--- src/rtl/mapper_ram_arbiter.sv ---
// Shares one byte-wide memory port between the mapped CPU and the loader.
// The CPU wins by default; the loader is guaranteed a slot after CPU_MAX
// consecutive CPU grants while it waits.
//
// state   | meaning
// --------+--------------------------------------------------------------
// IDLE    | no access in flight; arbitrate between CPU and loader
// CPU_ACC | CPU access issued on the memory port, waiting for mem_ack
// LD_ACC  | loader write issued on the memory port, waiting for mem_ack
module mapper_ram_arbiter #(
  parameter int ADDR_W  = 27,
  parameter int CPU_MAX = 4
) (
  input  logic              clk,
  input  logic              reset_n,
  input  logic              cpu_req,
  input  logic [ADDR_W-1:0] cpu_addr,
  input  logic              cpu_wr,
  input  logic [7:0]        cpu_din,
  output logic [7:0]        cpu_dout,
  output logic              cpu_wait,
  input  logic              ld_req,
  input  logic [ADDR_W-1:0] ld_addr,
  input  logic [7:0]        ld_data,
  output logic              ld_ack,
  output logic              mem_req,
  output logic              mem_we,
  output logic [ADDR_W-1:0] mem_addr,
  output logic [7:0]        mem_wdata,
  input  logic [7:0]        mem_rdata,
  input  logic              mem_ack
);

  typedef enum logic [1:0] {IDLE, CPU_ACC, LD_ACC} state_t;

  localparam logic [3:0] GNT_MAX = 4'(CPU_MAX);

  state_t              state_q, state_d;
  logic                cpu_pending;
  logic [ADDR_W-1:0]   lat_addr;
  logic                lat_wr;
  logic [7:0]          lat_din;
  logic [3:0]          gnt_cnt;
  logic                grant_cpu, grant_ld;
  logic                cpu_done, ld_done;
  logic                cpu_accept, cpu_any;
  logic [ADDR_W-1:0]   sel_addr;
  logic                sel_wr;
  logic [7:0]          sel_din;

  assign cpu_done   = (state_q == CPU_ACC) && mem_ack;
  assign ld_done    = (state_q == LD_ACC) && mem_ack;
  // A strobe landing on the completing edge of the previous CPU access is
  // accepted, so set wins over clear and the CPU never sees wait drop.
  assign cpu_accept = cpu_req && (!cpu_pending || cpu_done);
  assign cpu_wait   = cpu_req | cpu_pending;
  // A strobe arriving in IDLE competes immediately, using the raw inputs,
  // so the CPU wins a same-cycle tie with the loader.
  assign cpu_any    = cpu_pending | cpu_req;
  assign sel_addr   = cpu_pending ? lat_addr : cpu_addr;
  assign sel_wr     = cpu_pending ? lat_wr   : cpu_wr;
  assign sel_din    = cpu_pending ? lat_din  : cpu_din;

  // State register.
  always_ff @(posedge clk or negedge reset_n) begin
    if (!reset_n) state_q <= IDLE;
    else          state_q <= state_d;
  end

  // Arbitration and next-state decode.
  always_comb begin
    state_d   = state_q;
    grant_cpu = 1'b0;
    grant_ld  = 1'b0;
    case (state_q)
      IDLE: begin
        if (cpu_any && !(ld_req && (gnt_cnt == GNT_MAX))) begin
          grant_cpu = 1'b1;
          state_d   = CPU_ACC;
        end else if (ld_req) begin
          grant_ld = 1'b1;
          state_d  = LD_ACC;
        end
      end
      CPU_ACC: if (mem_ack) state_d = IDLE;
      LD_ACC:  if (mem_ack) state_d = IDLE;
      default: state_d = IDLE;
    endcase
  end

  // CPU request capture: pending flag plus the access attributes.
  always_ff @(posedge clk or negedge reset_n) begin
    if (!reset_n) begin
      cpu_pending <= 1'b0;
      lat_addr    <= '0;
      lat_wr      <= 1'b0;
      lat_din     <= 8'h00;
    end else if (cpu_accept) begin
      cpu_pending <= 1'b1;
      lat_addr    <= cpu_addr;
      lat_wr      <= cpu_wr;
      lat_din     <= cpu_din;
    end else if (cpu_done) begin
      cpu_pending <= 1'b0;
    end
  end

  // Consecutive CPU grants while the loader waits; saturates at CPU_MAX.
  always_ff @(posedge clk or negedge reset_n) begin
    if (!reset_n)                  gnt_cnt <= 4'd0;
    else if (grant_ld || !ld_req)  gnt_cnt <= 4'd0;
    else if (grant_cpu && (gnt_cnt != GNT_MAX)) gnt_cnt <= gnt_cnt + 4'd1;
  end

  // Memory port: registered request, held stable until mem_ack.
  always_ff @(posedge clk or negedge reset_n) begin
    if (!reset_n) begin
      mem_req   <= 1'b0;
      mem_we    <= 1'b0;
      mem_addr  <= '0;
      mem_wdata <= 8'h00;
    end else if (grant_cpu) begin
      mem_req   <= 1'b1;
      mem_we    <= sel_wr;
      mem_addr  <= sel_addr;
      mem_wdata <= sel_din;
    end else if (grant_ld) begin
      mem_req   <= 1'b1;
      mem_we    <= 1'b1;
      mem_addr  <= ld_addr;
      mem_wdata <= ld_data;
    end else if (cpu_done || ld_done) begin
      mem_req   <= 1'b0;
    end
  end

  // Completion: loader ack pulse and CPU read data capture.
  always_ff @(posedge clk or negedge reset_n) begin
    if (!reset_n) begin
      ld_ack   <= 1'b0;
      cpu_dout <= 8'hFF;
    end else begin
      ld_ack <= ld_done;
      if (cpu_done && !mem_we) cpu_dout <= mem_rdata;
    end
  end

endmodule

--- config.mk ---
export PLATFORM = sky130hd
export DESIGN_NAME = mapper_ram_arbiter
export DESIGN_NICKNAME = d
export VERILOG_FILES = /design/src/rtl/mapper_ram_arbiter.sv
export SDC_FILE = /design/constraint.sdc
export NUM_CORES = 1
export LEC_CHECK = 0
export ABC_AREA = 1
export CAP_MARGIN = 0
export CORE_ASPECT_RATIO = 1.1
export CORE_MARGIN = 2
export CORE_UTILIZATION = 39
export CTS_CLUSTER_SIZE = 20
export DETAILED_ROUTE_END_ITERATION = 8
export DONT_BUFFER_PORTS = 1
export PLACE_DENSITY = 0.64
export SLEW_MARGIN = 20
export SYNTH_ARGS = -nofsm -noshare
export SYNTH_HDL_FRONTEND = slang
export SYNTH_SLANG_ARGS = --single-unit
--- constraint.sdc ---
create_clock -name clk -period 2.8 [get_ports clk]
set_clock_uncertainty 0.2 [all_clocks]
set_input_delay 0.14 -clock clk [delete_from_list [all_inputs] [get_ports clk]]
set_output_delay 0.14 -clock clk [all_outputs]
set_load 0.005 [all_outputs]
# After elaboration in Yosys (flattened, before gate mapping)
# Index checks and enable logic that the tools add are counted.
word_totals:
  register_bits: 89
  latchBits: 0
  ram_bits: 0
  romBits: 0
  inputBits: 84
  output_inout_bits: 47
  mem_count: 0
classes:
  add_sub_neg: 1
  n_mul: 0
  div_mod_pow: 0
  n_lt_le_gt_ge: 0
  n_eq_ne: 6
  shifts: 0
  mux: 25
  n_bitwise: 1
  n_reduce_logical: 21
ops:
  columns: ["cell", "count"]
  rows:
  - ["2-to-1 mux 27 bit", 3]
  - ["2-to-1 mux 8 bit", 3]
  - ["2-to-1 mux 1 bit", 13]
  - ["2-to-1 mux 4 bit", 2]
  - ["logical AND 1 bit", 7]
  - ["2-to-1 mux 2 bit", 3]
  - ["nonzero test 2 bit", 3]
  - ["adder 4 x 1 -> 4 bit, second input constant", 1]
  - ["equality test 4 x 3 -> 1 bit, second input constant", 1]
  - ["zero test 1 bit", 4]
  - ["inequality test 4 x 3 -> 1 bit, second input constant", 1]
  - ["one-hot mux 2 bit (2 select lines)", 1]
  - ["logical OR 1 bit", 3]
  - ["inequality test 3 bit, second input constant", 1]
  - ["nonzero test 3 bit", 1]
  - ["equality test 2 x 1 -> 1 bit, second input constant", 1]
  - ["equality test 2 bit, second input constant", 1]
  - ["zero test 2 bit", 1]
  - ["inequality test 2 x 1 -> 1 bit, second input constant", 1]
  - ["AND reduction 2 bit", 1]
  - ["OR reduction 2 bit", 1]
  - ["bitwise OR 1 bit", 1]

# Longest topological paths before layout
# Gate-level depths: netlist (run 1).
logic_depth:
  ltp_word: 9
  mapped_depth: 10
  mapped_depth_nobuf: 9

# Least setup slack after synthesis (run 1)
# OpenSTA, ideal clock, no wires.
synth_path:
  path_kind: "flip-flop to flip-flop"
  start: "register state_q[0]"
  end: "register mem_addr[0]"
  setup_ns: 0.117
  arrival_time_ns: 1.382
  path_slack_ns: 1.100
  stages_incl_launch_ff: 9
  period_less_slack_ns: 1.700
  cell_sequence: "dfrtp_1 -> inv_1 -> ha_1 -> buf_2 -> buf_4 -> buf_1 -> nand4_1 -> nand3_1 -> nand2_1"
synth_between:
  elab_chain_cells: 3
  elab_cells_between_ends: 5
synth_lines:
  columns: ["element", "line", "source"]
  rows:
  - ["from (decl)", "38", "state_t state_q, state_d;"]
  - ["from (signal assigned)", "67", "else state_q <= state_d;"]
  - ["zero test 2 bit (*)", "75", "case (state_q)"]
  - ["2-to-1 mux 1 bit", "75", null]
  - ["2-to-1 mux 27 bit or nonzero test 2 bit (tied branches)", null, null]
  - ["to (signal assigned)", "125", "mem_addr <= sel_addr;"]
  - ["to (signal assigned)", "130", "mem_addr <= ld_addr;"]
  - ["to (decl)", "28", "output logic [ADDR_W-1:0] mem_addr,"]
# Every way passes the cells marked *; elsewhere a longest branch is shown, timed or not.
# A chain may end at the register's enable or synchronous reset.

# Worst setup path after layout (run 1)
layout_path:
  start: "register cpu_pending"
  end: "register mem_addr[21]"
layout_between:
  elab_chain_cells: 5
  elab_cells_between_ends: 9
layout_lines:
  columns: ["element", "line", "source"]
  rows:
  - ["from (decl)", "39", "logic cpu_pending;"]
  - ["from (signal assigned)", "94", "cpu_pending <= 1'b0;"]
  - ["from (signal assigned)", "99", "cpu_pending <= 1'b1;"]
  - ["from (signal assigned)", "104", "cpu_pending <= 1'b0;"]
  - ["bitwise OR 1 bit (*)", null, null]
  - ["via cpu_wait", "21", "output logic cpu_wait,"]
  - ["logical AND 1 bit (*)", "77", "if (cpu_any && !(ld_req && (gnt_cnt == GNT_MAX))) begin"]
  - ["2-to-1 mux 1 bit", "77", null]
  - ["2-to-1 mux 1 bit", "75", null]
  - ["2-to-1 mux 27 bit or nonzero test 2 bit (tied branches)", null, null]
# The timed path passes the listed nets; every way through them passes the cells marked *.

==> impl_metrics.json, run 1 <==
{
  "status": "complete, no violations",
  "cp-start-kind": "flop",
  "yosysTopAreaCell": "dfrtp_1",
  "hold_depth": 3,
  "powerDensity_mw_per_mm2": 1020,
  "cts-htree-levels": 3,
  "grt_first_pass_wirelength_microns": 20700,
  "synth-seq-cells": 89,
  "path_buf_inv": 2,
  "relSlewSlack_pct": 55.9,
  "core_sq_mm": 0.0119,
  "synth_cell_type_count": 22,
  "hold_viol_final": 0,
  "crit_top_cell": "nand2_1",
  "route.detailed.wl_per_inst_microns": 14.2,
  "setup_viol": 0,
  "via_per_inst": 4.90,
  "rsz0062_at_grt": "no",
  "reg2reg_to": "mem_addr[21]$_DFFE_PN0P_",
  "n_antenna_cell": 0,
  "ir_worst_vdd_mv": 0.511,
  "syn_area_per_cell_sq_um": 7.08,
  "vias": 4380,
  "end_kind": "flop",
  "dp_slack_ns": 0.641,
  "drive_above_1_share_pct": 5.14,
  "power_leakage_nw": 3.30,
  "dr.pass1.iters": 4,
  "cp_slowest_stage_delay_ns": 0.48,
  "fp.dieW_microns": 109,
  "yosys_warnings": 0,
  "post_cts_buffers": 0,
  "crit_arrival_ns": 2.24,
  "holdCritStartpoint": "ld_req",
  "power.total_w": 0.00614,
  "crit_slowest_cell": "dfrtp_1",
  "clk_pin_slew_ns": 0.07,
  "synth_top_area_share_pct": 42.8,
  "path_cells": "inv_2 -> nand2_4 -> nand3_2 -> buf_4 -> nand2_1 -> nand3_1 -> nand2_1",
  "layout.nets": 823,
  "place.gp.congestion": 0.752,
  "ys_seq_area_share_pct": 47.2,
  "fin_setup_tns_ns": 0,
  "grt_overflow": 0,
  "layout_common_cells": "268 x nand2_1, 127 x inv_1, 83 x dlygate4sd3_1, 81 x dfrtp_1, 48 x o21ai_0",
  "tightest_slew_ns": 0.661,
  "fill_cells": 1134,
  "num_rows": 42,
  "finalCriticalPeriod_ns": 2.17,
  "synth_area_leaders": "dfrtp_1 43%, nand2_1 21%, inv_1 10%, o21ai_0 5.1%, nand4_1 4.9%",
  "r2r_cells": 7,
  "worstPathRequired_ns": 2.87,
  "drtIter0Drc": 338,
  "slew_viol_final": 0,
  "cts_tree": "done",
  "holdCritPathClass": "input pin to flop",
  "ioPinCount": 131,
  "dp_hpwl_microns": 7840,
  "cts.sinks": 89,
  "ant_nets": 0,
  "grt_util_all_layers_pct": 20.1,
  "wl_microns": 12700,
  "postLayoutSetupSlackWorst_ns": 0.631,
  "drc": 0,
  "io_buffers": 0,
  "crit_path_max_fanout": 40,
  "clk_root_buffer_cell": "clkbuf_16",
  "synth_fp_nets": 758,
  "netlist_instances": 669,
  "worst_path_dominant_cell_family": "simple AND/OR/NAND/NOR gates",
  "fp.dieH_microns": 120,
  "initial_utilization_pct": 39.7,
  "antenna_found_initial": 0,
  "area_delta_synth_final_pct": 26.6,
  "final_common_cell": "nand2_1",
  "max_freq_mhz": 461,
  "cts_buffers": 9,
  "die_area_sq_mm": 0.0130,
  "max_cap_viol_count": 0,
  "period_share_pct": 77.4,
  "hold_end": "mem_req$_DFFE_PN0P_",
  "syn_area_sq_mm": 0.00474,
  "r2r_start": "cpu_pending$_DFFE_PN0P_",
  "grt_max_degree": 90,
  "holdWs_ns": 0.0640,
  "rrSetupSlack_ns": 0.63,
  "crit_type": "flop to flop",
  "clock_latency_ns": 0.34,
  "fin_util_pct": 50.3,
  "clockBufferDepth": 2,
  "grt_pass1_vias": 4426
}
[flip-flops by register name (all words and copies together) (netlist names)]
signal,flops
mem_wdata,8
mem_req,1
ld_ack,1
lat_addr,27
gnt_cnt,4
lat_din,8
cpu_dout,8
state_q,2
cpu_pending,1
mem_we,1
mem_addr,27
lat_wr,1
[logic make-up (layout without fill, tap and decap cells)]
logic type	after synthesis	in the layout	share of synthesized area (%)
buffers and inverters	167	237	14.0
adder cells (fa/ha/maj)	5	5	1.32
AND/OR/NAND/NOR	355	355	31.4
flip-flops	89	89	47.2
XOR/XNOR	2	2	0.370
AO/OA/AOI/OAI	51	51	5.65
[timing repair]
item / CTS / global route
endpoints found under the hold margin: 178 / 0
gates resized for setup: 0 / 0
hold buffers: 84 / 0
setup endpoints to repair: 0 / 0
[worst min-delay path, cell delays in order]
cell     delay, ns
o21ai_4       0.04
buf_4         0.27
nand2_1       0.11
[power breakdown]
part	switching, W	internal, W
Sequential	0.000427	0.00195
Clock	0.000494	0.000807
Combinational	0.00157	0.000893
[synthesized netlist by cell type]
master    number
ha_1           5
nor2_1         9
dfstp_2        8
nand4_1       37
buf_6          1
clkbuf_1      12
buf_4          1
nand2_1      269
dfrtp_1       81
o21ai_0       48
xor2_1         2
o21ai_4        1
nand3_2        1
buf_1          2
nand3_1       37
inv_1        127
a21oi_1        1
nand2_4        1
buf_2         22
or2_2          1
inv_2          2
o22ai_1        1
[metal layers]
layer	share of wire [%]	vias to the layer above	GRT usage, %
met5	0	-	0
met4	2.2	0	8.81
met3	5.9	20	3.59
met2	48	150	33.7
met1	43	2056	25.2
li1	-	2154	-
[worst max path at each step]
stage | depth (start not counted) | start | to | slack [ns]
final | 7 | cpu_pending$_DFFE_PN0P_ | mem_addr[21]$_DFFE_PN0P_ | 0.63
after global routing | 7 | cpu_pending$_DFFE_PN0P_ | mem_wdata[2]$_DFFE_PN0P_ | 0.44
after CTS | 7 | cpu_pending$_DFFE_PN0P_ | mem_addr[19]$_DFFE_PN0P_ | 0.63
after detailed placement | 7 | cpu_pending$_DFFE_PN0P_ | mem_addr[19]$_DFFE_PN0P_ | 0.64
after global placement | 7 | cpu_pending$_DFFE_PN0P_ | mem_wdata[2]$_DFFE_PN0P_ | 0.73
after floorplan | 8 | state_q[0]$_DFFE_PN0P_ | mem_addr[0]$_DFFE_PN0P_ | 1.10
[per-stage QoR]
stage / std cells / instance area, sq um
after floorplan: 669 / 4740
after global placement: 793 / 4830
after detailed placement: 793 / 4830
after CTS: 893 / 6000
after global routing: 893 / 6000
final: 893 / 6000
[cell type report]
class / count / area, sq um / area share [%]
multi-input combinational: 413 / 1840 / 30.7
tap: 154 / 193 / 3.21
clock inverter: 3 / 65.1 / 1.08
sequential: 89 / 2240 / 37.3
timing repair buffer: 92 / 931 / 15.5
inverter: 129 / 484 / 8.07
clock buffer: 13 / 250 / 4.17
No activity file was read; power rests on OpenSTA's default activity.
==> run 2, diff against run 1 <==
==> constraint.sdc (replaced) <==
create_clock -name clk -period 2.06 [get_ports clk]
set_clock_uncertainty 0.2 [all_clocks]
set_input_delay 0.103 -clock clk [delete_from_list [all_inputs] [get_ports clk]]
set_output_delay 0.103 -clock clk [all_outputs]
set_load 0.005 [all_outputs]
==> run 2 against run 1 <==
The flow now finishes with violations (hold timing). Final area is 0.23% higher. Global-route usage hardly changed. Die area did not move. Utilization grew 0.12 points. Sequential power is 36% higher. Combinational power up 39%. Routed wire length up 0.15%. Largest power group unchanged.
==> impl_metrics.json, run 2 (synthesis gave the netlist of run 1 again) <==
{
  "relSlewSlack_pct": 71.1,
  "regArea_sq_mm": 0.00224,
  "fill_cells": 1127,
  "layout_common_cells": "268 x nand2_1, 127 x inv_1, 82 x dlygate4sd3_1, 81 x dfrtp_1, 48 x o21ai_0",
  "rsz0062_at_grt": "no",
  "setup_viol": 0,
  "die_area_sq_mm": 0.0130,
  "cts_tree": "done",
  "max_cap_viol_count": 0,
  "dpl.cell_count": 799,
  "layout.nets": 827,
  "p_seq_share_pct": 38.7,
  "holdCritPathClass": "input pin to asynchronous set/reset pin",
  "holdWs_ns": -0.743,
  "finalCriticalPeriod_ns": 1.87,
  "status": "finished with violations",
  "clk_root_buffer_cell": "clkbuf_16",
  "grt_pass1_vias": 4247,
  "via_per_inst": 4.79,
  "drive_above_1_share_pct": 5.92,
  "fin_setup_tns_ns": 0,
  "powerDensity_mw_per_mm2": 1390,
  "fin_util_pct": 50.4,
  "cts.sinks": 89,
  "initial_utilization_pct": 39.7,
  "area_delta_synth_final_pct": 26.9,
  "clockBufferDepth": 2,
  "combinationalPowerShare_pct": 40.9,
  "clk_pin_slew_ns": 0.06,
  "intPower_w": 0.00500,
  "dr.pass1.iters": 4,
  "antenna_found_initial": 0,
  "crit_type": "flop to flop",
  "tightest_slew_ns": 0.433,
  "multiInputGateArea_sq_mm": 0.00184,
  "end_kind": "flop",
  "max_freq_mhz": 534,
  "ioPinCount": 131,
  "core_sq_mm": 0.0119,
  "slew_viol_final": 0,
  "fin_cells": 897,
  "grt_max_degree": 90,
  "hold_viol_final": 89,
  "fp.dieW_microns": 109,
  "grt_first_pass_wirelength_microns": 20700,
  "switching_share_pct": 40.0,
  "n_antenna_cell": 0,
  "p_switching_w": 0.00334,
  "drc": 0,
  "ir_worst_vdd_mv": 0.681,
  "dp_hpwl_microns": 8080,
  "place.gp.congestion": 0.813,
  "power_leakage_nw": 3.32,
  "route.detailed.wl_per_inst_microns": 14.2,
  "largestRegisters": "lat_addr: 27 flops, mem_addr: 27 flops",
  "worstPathRequired_ns": 2.10,
  "final_common_cell": "nand2_1",
  "clock_latency_ns": 0.34,
  "fp.dieH_microns": 120,
  "violations": "hold timing",
  "grt_util_all_layers_pct": 20.2,
  "crit_path_max_fanout": 18,
  "cts-htree-levels": 3,
  "hold_buffers": 82,
  "cts_resized": 0,
  "r2r_cells": 7,
  "ant_nets": 0,
  "vias": 4294,
  "wl_microns": 12700,
  "grt_overflow": 0,
  "io_buffers": 0,
  "num_rows": 42,
  "cp-start-kind": "flop",
  "crit_arrival_ns": 1.92,
  "clkPwrFrac_pct": 20.4,
  "period_share_pct": 90.9,
  "post_cts_buffers": 0,
  "cts_buffers": 9,
  "drtIter0Drc": 328
}
## run 2: worst paths after layout
kind | start | endpoint | slack (ns)
worst max-delay path | state_q[1]$_DFFE_PN0P_ | state_q[1]$_DFFE_PN0P_ | 0.19
worst min-delay path | reset_n | mem_addr[3]$_DFFE_PN0P_ | -0.74
worst max register to register | state_q[1]$_DFFE_PN0P_ | state_q[1]$_DFFE_PN0P_ | 0.19
worst min register to register | lat_din[4]$_DFFE_PN0P_ | lat_din[4]$_DFFE_PN0P_ | 0.28
max in group asynchronous | reset_n | cpu_dout[5]$_DFFE_PN1P_ | 2.20
min in group clk | ld_req | mem_addr[13]$_DFFE_PN0P_ | 0.17
## run 2: worst max-delay path: stages (launching register included)
cell and delay, ns:
dfrtp_1 0.41, inv_1 0.10, ha_2 0.28, buf_4 0.27
nand4_1 0.11, o21ai_0 0.19, nand2_1 0.10, o21ai_0 0.11
## run 2: power by group through the flow
| stage | Clock, W | Combinational (W) | Sequential [W] |
|---|---|---|---|
| after floorplan | 0 | 0.00255 | 0.00308 |
| after global placement | 0 | 0.00315 | 0.00323 |
| after detailed placement | 0 | 0.00330 | 0.00326 |
| after CTS | 0.00175 | 0.00344 | 0.00324 |
| after global routing | 0.00182 | 0.00396 | 0.00334 |
| final | 0.00170 | 0.00341 | 0.00323 |
## run 2: final cells by class
class	count	share of cell area [%]
Inverter	129	8.05
Multi-Input combinational cell	413	30.6
Clock inverter	2	0.582
Tap cell	154	3.20
Timing Repair Buffer	96	15.8
Sequential cell	89	37.2
Clock buffer	14	4.56
## run 2: metrics by stage
stage	cell area (sq um)	setup slack, ns	hold slack, ns	power [W]
floorplan	4740	0.360	-0.393	0.00564
global placement	4880	0.269	-0.389	0.00638
detailed placement	4880	0.251	-0.390	0.00656
CTS	6010	0.203	-0.755	0.00843
global route	6010	0.0137	-0.758	0.00912
finish	6010	0.187	-0.743	0.00833
## run 2: routing by layer
| layer | vias up | track usage [%] | share of wire [%] |
|---|---|---|---|
| met5 | - | 0 | 0 |
| met4 | 0 | 8.65 | 2.1 |
| li1 | 2153 | - | - |
| met1 | 1989 | 26.2 | 44 |
| met3 | 25 | 4.18 | 6.4 |
| met2 | 127 | 32.3 | 47 |
